<file path="config.mk">
export PLATFORM = sky130hd
export DESIGN_NAME = subt_pipe_flat
export DESIGN_NICKNAME = d
export VERILOG_FILES = /design/src/rtl/subt_pkg.sv /design/src/rtl/subt_pipe_if.sv /design/src/rtl/subt_core.sv /design/src/rtl/subt_pipe.sv /design/src/flat_wrapper.sv
export SDC_FILE = /design/constraint.sdc
export NUM_CORES = 1
export LEC_CHECK = 0
export ABC_AREA = 1
export CAP_MARGIN = 20
export CORE_MARGIN = 4
export CORE_UTILIZATION = 54
export DETAILED_ROUTE_END_ITERATION = 10
export MAX_ROUTING_LAYER = met4
export PLACE_DENSITY = 0.85
export SLEW_MARGIN = 15
export SYNTH_ARGS = -nofsm -noshare
export SYNTH_HDL_FRONTEND = slang
export SYNTH_SLANG_ARGS = --single-unit
</file>
<file path="constraint.sdc">
create_clock -name clk -period 2.9 [get_ports clk]
set_input_delay 0.435 -clock clk [delete_from_list [all_inputs] [get_ports clk]]
set_output_delay 0.435 -clock clk [all_outputs]
set_load 0.03 [all_outputs]
</file>
<file path="src/rtl/subt_pkg.sv">
// rtl/subt_pkg.sv - mode encodings and result record shared by the subtract pipeline
package subt_pkg;

    localparam int MAX_WIDTH = 32;

    typedef logic [1:0] subt_mode_t;

    localparam subt_mode_t MODE_ABS     = 2'd0;
    localparam subt_mode_t MODE_WRAP    = 2'd1;
    localparam subt_mode_t MODE_SAT     = 2'd2;
    localparam subt_mode_t MODE_ABS_ALT = 2'd3;

    // diff is sized for the widest legal WIDTH; only the low WIDTH bits are meaningful
    typedef struct packed {
        logic [MAX_WIDTH-1:0] diff;
        logic                 neg;
        logic                 ovf;
        logic                 zero;
    } subt_res_t;

endpackage

</file>
<file path="src/rtl/subt_pipe_if.sv">
// rtl/subt_pipe_if.sv - operand/result handshake bundle for subt_pipe
interface subt_pipe_if
    import subt_pkg::*;
#(
    parameter int WIDTH = 8
) ();

    logic             in_valid;
    logic             in_ready;
    logic [WIDTH-1:0] x;
    logic [WIDTH-1:0] y;
    subt_mode_t       mode;
    logic             out_valid;
    logic             out_ready;
    logic [WIDTH-1:0] diff;
    logic             neg;
    logic             ovf;
    logic             zero;

    modport master (
        output in_valid, x, y, mode, out_ready,
        input  in_ready, out_valid, diff, neg, ovf, zero
    );

    modport slave (
        input  in_valid, x, y, mode, out_ready,
        output in_ready, out_valid, diff, neg, ovf, zero
    );

endinterface

</file>
<file path="src/rtl/subt_core.sv">
// rtl/subt_core.sv - combinational subtract/compare; mode 2 clamps only when SUBT_PIPE_SAT_EN is defined
module subt_core
    import subt_pkg::*;
#(
    parameter int WIDTH  = 8,
    parameter int SIGNED = 0
) (
    input  logic [WIDTH-1:0] x,
    input  logic [WIDTH-1:0] y,
    input  subt_mode_t       mode,
    output subt_res_t        res
);

    logic [WIDTH:0]   xe;
    logic [WIDTH:0]   ye;
    logic [WIDTH:0]   d;
    logic [WIDTH-1:0] mag;
    logic             wrap_ovf;

    // One extra bit holds the exact difference in either signedness
    assign xe = (SIGNED != 0) ? {x[WIDTH-1], x} : {1'b0, x};
    assign ye = (SIGNED != 0) ? {y[WIDTH-1], y} : {1'b0, y};
    assign d  = xe - ye;

    // |d| < 2^WIDTH always, so negating the low WIDTH bits is exact
    assign mag      = d[WIDTH] ? ((~d[WIDTH-1:0]) + WIDTH'(1)) : d[WIDTH-1:0];
    assign wrap_ovf = (SIGNED != 0) ? (d[WIDTH] ^ d[WIDTH-1]) : d[WIDTH];

    always_comb begin
        res      = '0;
        res.diff = MAX_WIDTH'(d[WIDTH-1:0]);
        res.neg  = d[WIDTH];
        res.ovf  = wrap_ovf;
        res.zero = (x == y);
        case (mode)
            MODE_ABS, MODE_ABS_ALT: begin
                res.diff = MAX_WIDTH'(mag);
                res.ovf  = 1'b0;
            end
`ifdef SUBT_PIPE_SAT_EN
            MODE_WRAP: ;
            MODE_SAT: begin
                if (wrap_ovf)
                    res.diff = (SIGNED != 0) ? MAX_WIDTH'({d[WIDTH], {(WIDTH-1){~d[WIDTH]}}})
                                             : '0;
            end
`else
            MODE_WRAP, MODE_SAT: ;
`endif
        endcase
    end

endmodule

</file>
<file path="src/rtl/subt_pipe.sv">
// rtl/subt_pipe.sv - two-stage valid/ready subtract pipeline around subt_core
// Optional saturating mode 2 is enabled by defining SUBT_PIPE_SAT_EN.
module subt_pipe
    import subt_pkg::*;
#(
    parameter int WIDTH  = 8,
    parameter int SIGNED = 0
) (
    input  logic      clk,
    input  logic      rst,
    subt_pipe_if.slave bus
);

    subt_res_t core_res;
    subt_res_t s1_res;
    subt_res_t s2_res;
    logic      s1_valid;
    logic      s2_valid;
    logic      accept;
    logic      advance;

    subt_core #(
        .WIDTH  (WIDTH),
        .SIGNED (SIGNED)
    ) u_core (
        .x    (bus.x),
        .y    (bus.y),
        .mode (bus.mode),
        .res  (core_res)
    );

    assign bus.in_ready = rst | ~s1_valid | ~s2_valid | bus.out_ready;
    assign accept       = bus.in_valid & bus.in_ready;
    assign advance      = s1_valid & (~s2_valid | bus.out_ready);

    // Whenever a beat is accepted into a full S1, S1 is guaranteed to be advancing
    always_ff @(posedge clk) begin
        if (rst) begin
            s1_valid <= 1'b0;
            s2_valid <= 1'b0;
            s1_res   <= '0;
            s2_res   <= '0;
        end else begin
            if (accept) begin
                s1_valid <= 1'b1;
                s1_res   <= core_res;
            end else if (advance) begin
                s1_valid <= 1'b0;
            end

            if (advance) begin
                s2_valid <= 1'b1;
                s2_res   <= s1_res;
            end else if (bus.out_ready) begin
                s2_valid <= 1'b0;
            end
        end
    end

    assign bus.out_valid = s2_valid & ~rst;
    assign bus.diff      = rst ? '0 : s2_res.diff[WIDTH-1:0];
    assign bus.neg       = s2_res.neg & ~rst;
    assign bus.ovf       = s2_res.ovf & ~rst;
    assign bus.zero      = s2_res.zero & ~rst;

    if (WIDTH < MAX_WIDTH) begin : g_pad
        logic unused_diff_hi;
        assign unused_diff_hi = ^s2_res.diff[MAX_WIDTH-1:WIDTH];
    end

endmodule

</file>
<file path="src/flat_wrapper.sv">
// flat-port wrapper written by rule: the top's interface ports become plain ports
module subt_pipe_flat import subt_pkg::*;
#(
    parameter int WIDTH  = 8,
    parameter int SIGNED = 0
)
  (clk, rst, bus_in_valid, bus_x, bus_y, bus_mode, bus_out_ready, bus_in_ready, bus_out_valid, bus_diff, bus_neg, bus_ovf, bus_zero);
  subt_pipe_if #(.WIDTH(WIDTH)) bus_i ();
  input  logic clk;
  input  logic rst;
  input wire logic [$bits(bus_i.in_valid)-1:0] bus_in_valid;
  input wire logic [$bits(bus_i.x)-1:0] bus_x;
  input wire logic [$bits(bus_i.y)-1:0] bus_y;
  input wire logic [$bits(bus_i.mode)-1:0] bus_mode;
  input wire logic [$bits(bus_i.out_ready)-1:0] bus_out_ready;
  output wire logic [$bits(bus_i.in_ready)-1:0] bus_in_ready;
  output wire logic [$bits(bus_i.out_valid)-1:0] bus_out_valid;
  output wire logic [$bits(bus_i.diff)-1:0] bus_diff;
  output wire logic [$bits(bus_i.neg)-1:0] bus_neg;
  output wire logic [$bits(bus_i.ovf)-1:0] bus_ovf;
  output wire logic [$bits(bus_i.zero)-1:0] bus_zero;
  assign bus_i.in_valid = bus_in_valid;
  assign bus_i.x = bus_x;
  assign bus_i.y = bus_y;
  assign bus_i.mode = bus_mode;
  assign bus_i.out_ready = bus_out_ready;
  assign bus_in_ready = bus_i.in_ready;
  assign bus_out_valid = bus_i.out_valid;
  assign bus_diff = bus_i.diff;
  assign bus_neg = bus_i.neg;
  assign bus_ovf = bus_i.ovf;
  assign bus_zero = bus_i.zero;
  subt_pipe #(.WIDTH(WIDTH), .SIGNED(SIGNED)) u_core (.clk(clk), .rst(rst), .bus(bus_i));
endmodule
</file>
# Word level (Yosys, flattened, before mapping)
# Index checks and enable logic that the tools add are counted.
[word_totals] ff_bits=24 word_cells=40 output_inout_bits=13
[classes] eq_ne=2 add_sub_neg=2 muxes=8 n_reduce_logical=4 bitwise_logic=14
[op_table] operator="$mux 8" count=3
[op_table] operator="$sub 8x8->9" count=1
[op_table] operator="$add 8x1->8 const B" count=1
[op_table] operator="$eq 8x8->1" count=1
[op_table] operator="$not 8->8" count=1
[op_table] operator="$and 1x1->1" count=6
[op_table] operator="$mux 1" count=5
[op_table] operator="$or 1x1->1" count=4
[op_table] operator="$reduce_bool 2->1" count=2
[op_table] operator="$not 1->1" count=3
[op_table] operator="$eq 2x2->1 const B" count=1
[op_table] operator="$logic_not 2->1" count=1
[op_table] operator="$reduce_or 2->1" count=1

# Longest topological paths before layout
# Gate-level depths: netlist of run 1.
[logic_depth] word_depth=6 mapped_depth=15 depth_no_buf=15

# By module
# From an unflattened synthesis of run 1, not the netlist that was laid out.
[hier_totals] cells_unflattened=310 hier_area_um2=1919.3
[by_module_without_submodules] module="subt_pipe" cells_per_inst=157 instances=1 area_each_um2=1044.8 seq_area_each_um2=480.5
[by_module_without_submodules] module="subt_core" cells_per_inst=153 instances=1 area_each_um2=874.6 seq_area_each_um2=0.0

# Worst setup path after synthesis of run 1
# Ideal clock, no wire load.
[synth_path] path_kind="input to register" from="input bus_x[0]" to="register u_core.s1_res[9] (netlist bit)" path_buffers=0 stages=15 arrival_time_ns=1.936 path_slack_ns=0.847 setup_time_ns=0.117 cell_sequence="inv_1 ha_1 inv_1 fa_1 inv_1 ha_1 inv_1 nor2_1 nand3_1 inv_2 nand3_1 nand3_1 nand2_1 nor2_1 nor2_1"
[synth_between] elab_chain_cells=5
[synth_lines] element="from (decl)" line_no="flat_wrapper.sv:12" rtl="input wire logic [$bits(bus_i.x)-1:0] bus_x;"
[synth_lines] element="$sub 8x8->9 *" line_no="subt_core.sv:23" rtl="assign d = xe - ye;"
[synth_lines] element="$not 8->8" line_no="subt_core.sv:26" rtl="assign mag = d[WIDTH] ? ((~d[WIDTH-1:0]) + WIDTH'(1)) : d[WIDTH-1:0];"
[synth_lines] element="$add 8x1->8" line_no="subt_core.sv:26"
[synth_lines] element="$mux 8" line_no="subt_core.sv:26"
[synth_lines] element="$mux 8 *" line_no="subt_core.sv:35" rtl="case (mode)"
[synth_lines] element="to (signal assigned)" line_no="subt_pipe.sv:46" rtl="s1_res <= core_res;"
[synth_lines] element="to (decl)" line_no="subt_pipe.sv:15" rtl="subt_res_t s1_res;"
# Mark *: on every way between the ends. The rest lies on a longest branch, timed or not.
# A chain may end at the register's enable or synchronous reset.

# Final worst setup path of run 1
[layout_path] from="input rst" to="output bus_diff[3]"
[layout_between] elab_chain_cells=1
[layout_lines] element="from (decl)" line_no="flat_wrapper.sv:10" rtl="input logic rst;"
[layout_lines] element="$mux 8" line_no="subt_pipe.sv:61" rtl="assign bus.diff = rst ? '0 : s2_res.diff[WIDTH-1:0];"
[layout_lines] element="to (decl)" line_no="flat_wrapper.sv:18" rtl="output wire logic [$bits(bus_i.diff)-1:0] bus_diff;"
# Every way passes these cells.

==> results.yml, run 1 <==
timing:
  tightestPinTransition_ps: 675.6
  skew_ps: 4.420
  tns_ps: 0
  rsz0062_at_grt: "no"
  holdWs_ps: 461.4
  max_freq_ghz: 0.4201
  min_period_ps: 2381
  hold_viol: 0
  finalSetupViolCount: 0
  maxSlewHeadroom_pct: 54.91
  fin_crit_sh_pct: 82.09
  slew_viol_final: 0
clock_network:
  htree_levels: 1
  holdBufCountCts: 0
  clk_pin_slew_ps: 120
  clk_path_buf_depth: 2
  cts_buffers: 3
  cts-root-buf: "clkbuf_4"
  cts_sinks: 24
  cts.repair.resized: 0
  cts_tree: "done"
  worstSkewPairLatency_ps: 310
  postCtsSetupRepairBufs: 0
layout:
  antenna_cells: 0
  syn2layout_area_growth_pct: 25.87
  final_nets: 308
  finalInstanceArea_um2: 1984
  drive_gt1_share_pct: 8.364
  fillers: 253
outcome:
  status: "finished, final reports clean"
global_routing:
  grt_pass1_vias: 1283
  use_met3_pct: 3.099
  busiest_layer: "met2"
  grt_pass1_wl_um: 5064
  grt_overflow_total: 0
  grt_max_degree: 23
  antenna_found_initial: 0
  gr-usage-met2_pct: 31.80
  gr-usage-met1_pct: 20.28
  grt_usage_pct: 17.64
drt:
  drt_first_iter_violations: 59
  wl_per_cell_um: 10.06
  dr.pass1.iters: 4
  vias: 1530
  drc_errors: 0
  wirelength_um: 3078
  ant_nets: 0
  via_per_inst: 5.000
worst_setup_path:
  worst_path_largest_cell_delay_ps: 680
  reg2reg_depth: 10
  worstSetupStartpointType: "primary input"
  cpMaxStageDelayCell: "clkdlybuf4s50_1"
  path_common_cell: "clkdlybuf4s50_1"
  worstPathMaxFanout: 18
  path_buf_inv: 3
  worstSetupPathType: "primary input to output pin"
  crit_family: "buffers and inverters"
  r2r_start: "u_core.s2_valid$_SDFFE_PP0P_"
  cp.arrival_ps: 1950
  endpoint_kind: "output pin"
  cp.required_ps: 2470
  r2r-end: "u_core.s1_res[4]$_SDFFE_PP0P_"
  ff2ff_setup_slack_ps: 1300
  cp_cell_sequence: "clkdlybuf4s50_1 -> buf_4 -> nor2_1 -> clkdlybuf4s50_1"
yosys:
  yosys_warnings: 0
  netlist_instances: 243
  synth_async_sr_flop_share_pct: 0
  synth_area_leaders: "dfxtp_1 (30%), inv_1 (10%), nand2_1 (9.3%)"
  synth_area_um2: 1577
  synthesis.nets: 275
  synth_top_area_share_pct: 30.48
  synth_top_area_cell: "dfxtp_1"
  yosysSeqAreaShare_pct: 30.48
  syn_area_per_cell_um2: 6.488
  synth_common_cells: "inv_1 (44), nand2_1 (39), nor2_1 (34)"
  synthFlopType: "dfxtp_1"
  synth_seq_cells: 24
  ys_types: 30
  yosysMostFrequentCell: "inv_1"
  synth_edf_count: 0
worst_hold_path:
  holdPathStages: 2
  min_path_type: "register to register"
  hp-start: "u_core.s2_res[1]$_SDFFE_PP0P_"
  hold_path_end: "u_core.s2_res[1]$_SDFFE_PP0P_"
power:
  power.density_nw_per_um2: 442.2
  p_leak_nw: 0.9386
  ir_drop_uv: 385.8
  total_power_w: 0.0008776
place:
  port_buffers: 34
  hpwl_um: 2494
  placed_area_um2: 1929
  routabilityCongestion: 0.9009
die:
  dieHeight_um: 62.03
  rows: 19
  core_area_um2: 2781
  die_w_um: 62.03
  initial_core_util_pct: 56.68
  die_area_um2: 3848
  num_io_pins: 35
run:
  drv_cap: 0
[state kept, by name, summed over array words and instances (netlist names)]
register	cells
u_core.s2_res	11
u_core.s1_valid	1
u_core.s1_res	11
u_core.s2_valid	1
[stage by stage]
stage / instances / util, % / worst slack, ps
final: 306 / 71.35 / 519.5
after global routing: 306 / 71.35 / 390.6
after CTS: 306 / 71.26 / 502.2
after detailed placement: 302 / 69.37 / 209.9
after global placement: 302 / 69.37 / 225.1
after floorplan: 243 / - / 846.9
[cell families (layout without fill, tap and decap cells)]
kind of cell / Yosys count / in the layout / synth area share, %
compound gates: 46 / 46 / 15.40
simple gates: 107 / 107 / 31.43
fa+ha+maj: 10 / 10 / 8.413
xor+xnor: 1 / 1 / 0.5557
buf+inv: 55 / 87 / 13.73
flops: 24 / 24 / 30.48
[worst max path at each step]
| stage | startpoint | endpoint | slack, ps | cells after the start |
|---|---|---|---|---|
| floorplan | bus_x[0] | u_core.s1_res[9]$_SDFFE_PP0P_ | 850 | 15 |
| global placement | bus_x[0] | u_core.s1_res[9]$_SDFFE_PP0P_ | 230 | 16 |
| detailed placement | bus_x[0] | u_core.s1_res[9]$_SDFFE_PP0P_ | 210 | 16 |
| CTS | rst | bus_diff[3] | 500 | 4 |
| global route | bus_y[0] | u_core.s1_res[6]$_SDFFE_PP0P_ | 390 | 14 |
| finish | rst | bus_diff[3] | 520 | 4 |
[metal layers]
| metal | vias to the layer above | part of all wire, % | wire [um] |
|---|---|---|---|
| met5 | - | 0 | 0 |
| met4 | 0 | 0.68 | 21 |
| met3 | 5 | 4.3 | 133 |
| met2 | 32 | 51 | 1571 |
| met1 | 665 | 44 | 1352 |
| li1 | 828 | - | - |
[area by class of cell]
| type | count | area (um2) | share of cell area, % |
|---|---|---|---|
| Clock inverter | 1 | 30.03 | 1.513 |
| Sequential cell | 24 | 480.5 | 24.21 |
| Tap cell | 31 | 38.79 | 1.955 |
| Clock buffer | 3 | 22.52 | 1.135 |
| Timing Repair Buffer | 35 | 347.8 | 17.53 |
| Multi-Input combinational cell | 164 | 882.1 | 44.45 |
| Inverter | 48 | 182.7 | 9.206 |
[layout by cell type (no fill, tap or decap), types with 2 or more instances in the layout]
cell,instances
o21ai_0,18
inv_1,44
nand2_1,39
o21ai_1,3
a21oi_1,21
nand4_1,4
nand2_2,3
clkinv_1,2
clkdlybuf4s50_1,34
ha_1,9
clkbuf_4,3
nor2_2,4
nand3_1,15
nand3_2,3
nor2_4,2
dfxtp_1,24
nor2_1,33
[power breakdown]
part | internal, W | switching [W] | total, W
clock network | 0.000140 | 0.0000959 | 0.000236
registers | 0.000357 | 0.00000925 | 0.000366
logic | 0.000114 | 0.000162 | 0.000276
[worst min-delay path, cell delays in order (launching register included)]
cell     delay [ps]
dfxtp_1         320
inv_1            60
a21oi_1          50
Note: power is estimated with default switching activity, not from simulation.
==> run 2: changes to the inputs <==
--- a/config.mk
+++ b/config.mk
@@ -8,10 +8,10 @@
 export ABC_AREA = 1
 export CAP_MARGIN = 20
 export CORE_MARGIN = 4
-export CORE_UTILIZATION = 54
+export CORE_UTILIZATION = 45
 export DETAILED_ROUTE_END_ITERATION = 10
 export MAX_ROUTING_LAYER = met4
-export PLACE_DENSITY = 0.85
+export PLACE_DENSITY = 0.75
 export SLEW_MARGIN = 15
 export SYNTH_ARGS = -nofsm -noshare
 export SYNTH_HDL_FRONTEND = slang
==> constraint.sdc (replaced) <==
create_clock -name clk -period 2.05 [get_ports clk]
set_input_delay 0.3075 -clock clk [delete_from_list [all_inputs] [get_ports clk]]
set_output_delay 0.3075 -clock clk [all_outputs]
set_load 0.03 [all_outputs]
==> run 2 against run 1 <==
Against the previous run:
- worst setup slack got worse by 390 ps
- critical endpoint is now u_core.s1_res[10]$_SDFFE_PP0P_
- first-iteration DRC count rose by 17%
- combinational power rose by 72%
- wire length rose by 6.4%
- global-route usage fell by 2.0 points
- power rose by 51%
- critical path type is now primary input to register
- via count rose by 5.0%
- cell count rose by 11%
- die area rose by 17%
==> results.yml, run 2 (synthesis gave the netlist of run 1 again) <==
worst_setup_path:
  r2r_start: "u_core.s2_valid$_SDFFE_PP0P_"
  worst_path_largest_cell_delay_ps: 450
  cp_cell_sequence: "clkdlybuf4s50_1 -> inv_1 -> ha_1 -> inv_1 -> nor3_2 -> nand2_2 -> nand2_4 -> nor2_4 -> buf_4 -> nand3_1 -> nand2_1 -> nor2_1 -> nor2_1"
  cp.required_ps: 2250
  path_buf_inv: 4
  crit_family: "buffers and inverters"
  cp.arrival_ps: 2120
  worstSetupStartpointType: "primary input"
  cpMaxStageDelayCell: "clkdlybuf4s50_1"
  cp-endpoint: "u_core.s1_res[10]$_SDFFE_PP0P_"
  worstSetupPathType: "primary input to register"
  endpoint_kind: "register"
  r2r-end: "u_core.s1_res[4]$_SDFFE_PP0P_"
  ff2ff_setup_slack_ps: 470
  worstPathMaxFanout: 6
  cp_num_cells: 13
  worstSetupStartpoint: "bus_y[6]"
  reg2reg_depth: 9
drt:
  dr.pass1.iters: 4
  vias: 1606
  drt_first_iter_violations: 69
  via_per_inst: 4.724
  ant_nets: 0
  drc_errors: 0
  wl_per_cell_um: 9.632
  wirelength_um: 3275
power:
  p_comb_share_pct: 36.0
  power_switching_w: 0.0004012
  p_seq_share_pct: 39.2
  power.density_nw_per_um2: 596.2
  sw_frac_of_total_pct: 30.37
  p_int_w: 0.0009199
  total_power_w: 0.001321
  power_frac_clock_pct: 24.8
  p_leak_nw: 1.072
  ir_drop_uv: 326.5
layout:
  syn2layout_area_growth_pct: 40.56
  final_nets: 327
  final-seq-area_um2: 480.5
  fillers: 302
  final_util_pct: 65.89
  reg_top3: "u_core.s1_res: 11 flops, u_core.s2_res: 11 flops"
  antenna_cells: 0
  drive_gt1_share_pct: 25.17
  multi_input_area_um2: 980.9
  layout_common_cells: "inv_1 (40), nand2_1 (35), nor2_1 (32), buf_4 (32), dfxtp_1 (24)"
  final_common_cell: "inv_1"
  fin_cells: 340
  finalInstanceArea_um2: 2216
die:
  dieHeight_um: 67.19
  initial_core_util_pct: 46.87
  core_area_um2: 3363
  die_w_um: 67.19
  num_io_pins: 35
  die_area_um2: 4515
  rows: 21
clock_network:
  cts-root-buf: "clkbuf_4"
  htree_levels: 1
  worstSkewPairLatency_ps: 300
  cts_tree: "done"
  cts_buffers: 3
  clk_pin_slew_ps: 120
  holdBufCountCts: 0
  cts_sinks: 24
  clk_path_buf_depth: 2
global_routing:
  antenna_found_initial: 0
  grt_max_degree: 23
  grt_pass1_wl_um: 5568
  grt_usage_pct: 15.61
  grt_overflow_total: 0
  grt_pass1_vias: 1405
place:
  routabilityCongestion: 0.8541
  placedCellCount: 332
  hpwl_um: 2436
  placed_area_um2: 2031
  port_buffers: 34
worst_hold_path:
  hp-start: "u_core.s2_res[6]$_SDFFE_PP0P_"
  min_path_type: "register to register"
timing:
  maxSlewHeadroom_pct: 53.40
  min_period_ps: 1921
  fin_crit_sh_pct: 93.72
  skew_ps: 9.445
  finalSetupViolCount: 0
  holdWs_ps: 461.7
  hold_viol: 0
  slew_viol_final: 0
  rsz0062_at_grt: "no"
  tightestPinTransition_ps: 698.2
  max_freq_ghz: 0.5205
outcome:
  status: "finished, final reports clean"
run:
  drv_cap: 0
## run 2: cell types whose count changed in the layout (fill, tap and decap cells not counted), sizes merged
cell,previous run,this run
buf,1,32
dlygate4sd2,0,3
clkdlybuf4s50,34,17
dlymetal6s2s,0,2
## run 2: worst min-delay path: stages, from the launching register on
cell	delay, ps
dfxtp_1	320
inv_1	60
a21oi_1	50
## run 2: timing repair
item | CTS | global route
resized for setup | 9 | 19
setup endpoints to repair | 7 | 7
pin swaps | 6 | 8
buffers inserted | 1 | 3
## run 2: power by group through the flow
stage                     logic [W]  registers, W  clock network (W)
after global routing       0.000537      0.000522           0.000356
final                      0.000475      0.000518           0.000328
after detailed placement   0.000424      0.000529                  0
after floorplan            0.000284      0.000525                  0
after global placement     0.000416      0.000527                  0
after CTS                  0.000433      0.000518           0.000334
## run 2: worst min-delay path by stage
stage                                         end  slack [ps]  cells after the start
floorplan           u_core.s2_res[0]$_SDFFE_PP0P_         430                      2
global placement    u_core.s2_res[6]$_SDFFE_PP0P_         440                      2
detailed placement  u_core.s2_res[6]$_SDFFE_PP0P_         450                      2
CTS                 u_core.s2_res[6]$_SDFFE_PP0P_         460                      2
global route        u_core.s2_res[9]$_SDFFE_PP0P_         490                      2
finish              u_core.s2_res[6]$_SDFFE_PP0P_         460                      2
## run 2: final cells by class
| cell class | instances | area share, % |
|---|---|---|
| tap | 46 | 2.597 |
| inverter | 48 | 8.244 |
| multi-input combinational | 164 | 44.27 |
| sequential | 24 | 21.68 |
| clock inverter | 1 | 1.355 |
| clock buffer | 3 | 1.016 |
| timing repair buffer | 54 | 20.84 |
## run 2: layer usage
layer | share of wire [%] | wire length (um) | track usage (%) | up-vias
met5 | 0 | 0 | - | -
met4 | 2.5 | 81 | 6.582 | 0
met1 | 47 | 1536 | 19.76 | 691
met3 | 3.9 | 128 | 1.165 | 11
li1 | - | - | - | 868
met2 | 47 | 1529 | 25.64 | 36
## run 2: stage by stage
stage | setup slack (ps) | TNS (ps)
5_1_grt | 5.213 | 0
2_1_floorplan | 124.4 | 0
4_1_cts | 18.72 | 0
6_report | 128.8 | 0
3_3_place_gp | -456.1 | -3338
3_5_place_dp | -483.4 | -3335
==> run 3: changes to the inputs <==
--- a/config.mk
+++ b/config.mk
@@ -9,6 +9,7 @@
 export CAP_MARGIN = 20
 export CORE_MARGIN = 4
 export CORE_UTILIZATION = 45
+export CTS_CLUSTER_DIAMETER = 150
 export DETAILED_ROUTE_END_ITERATION = 10
 export MAX_ROUTING_LAYER = met4
 export PLACE_DENSITY = 0.75
==> results of run 3 <==
Same layout as run 2: the final DEF is identical, and so are final timing and power.
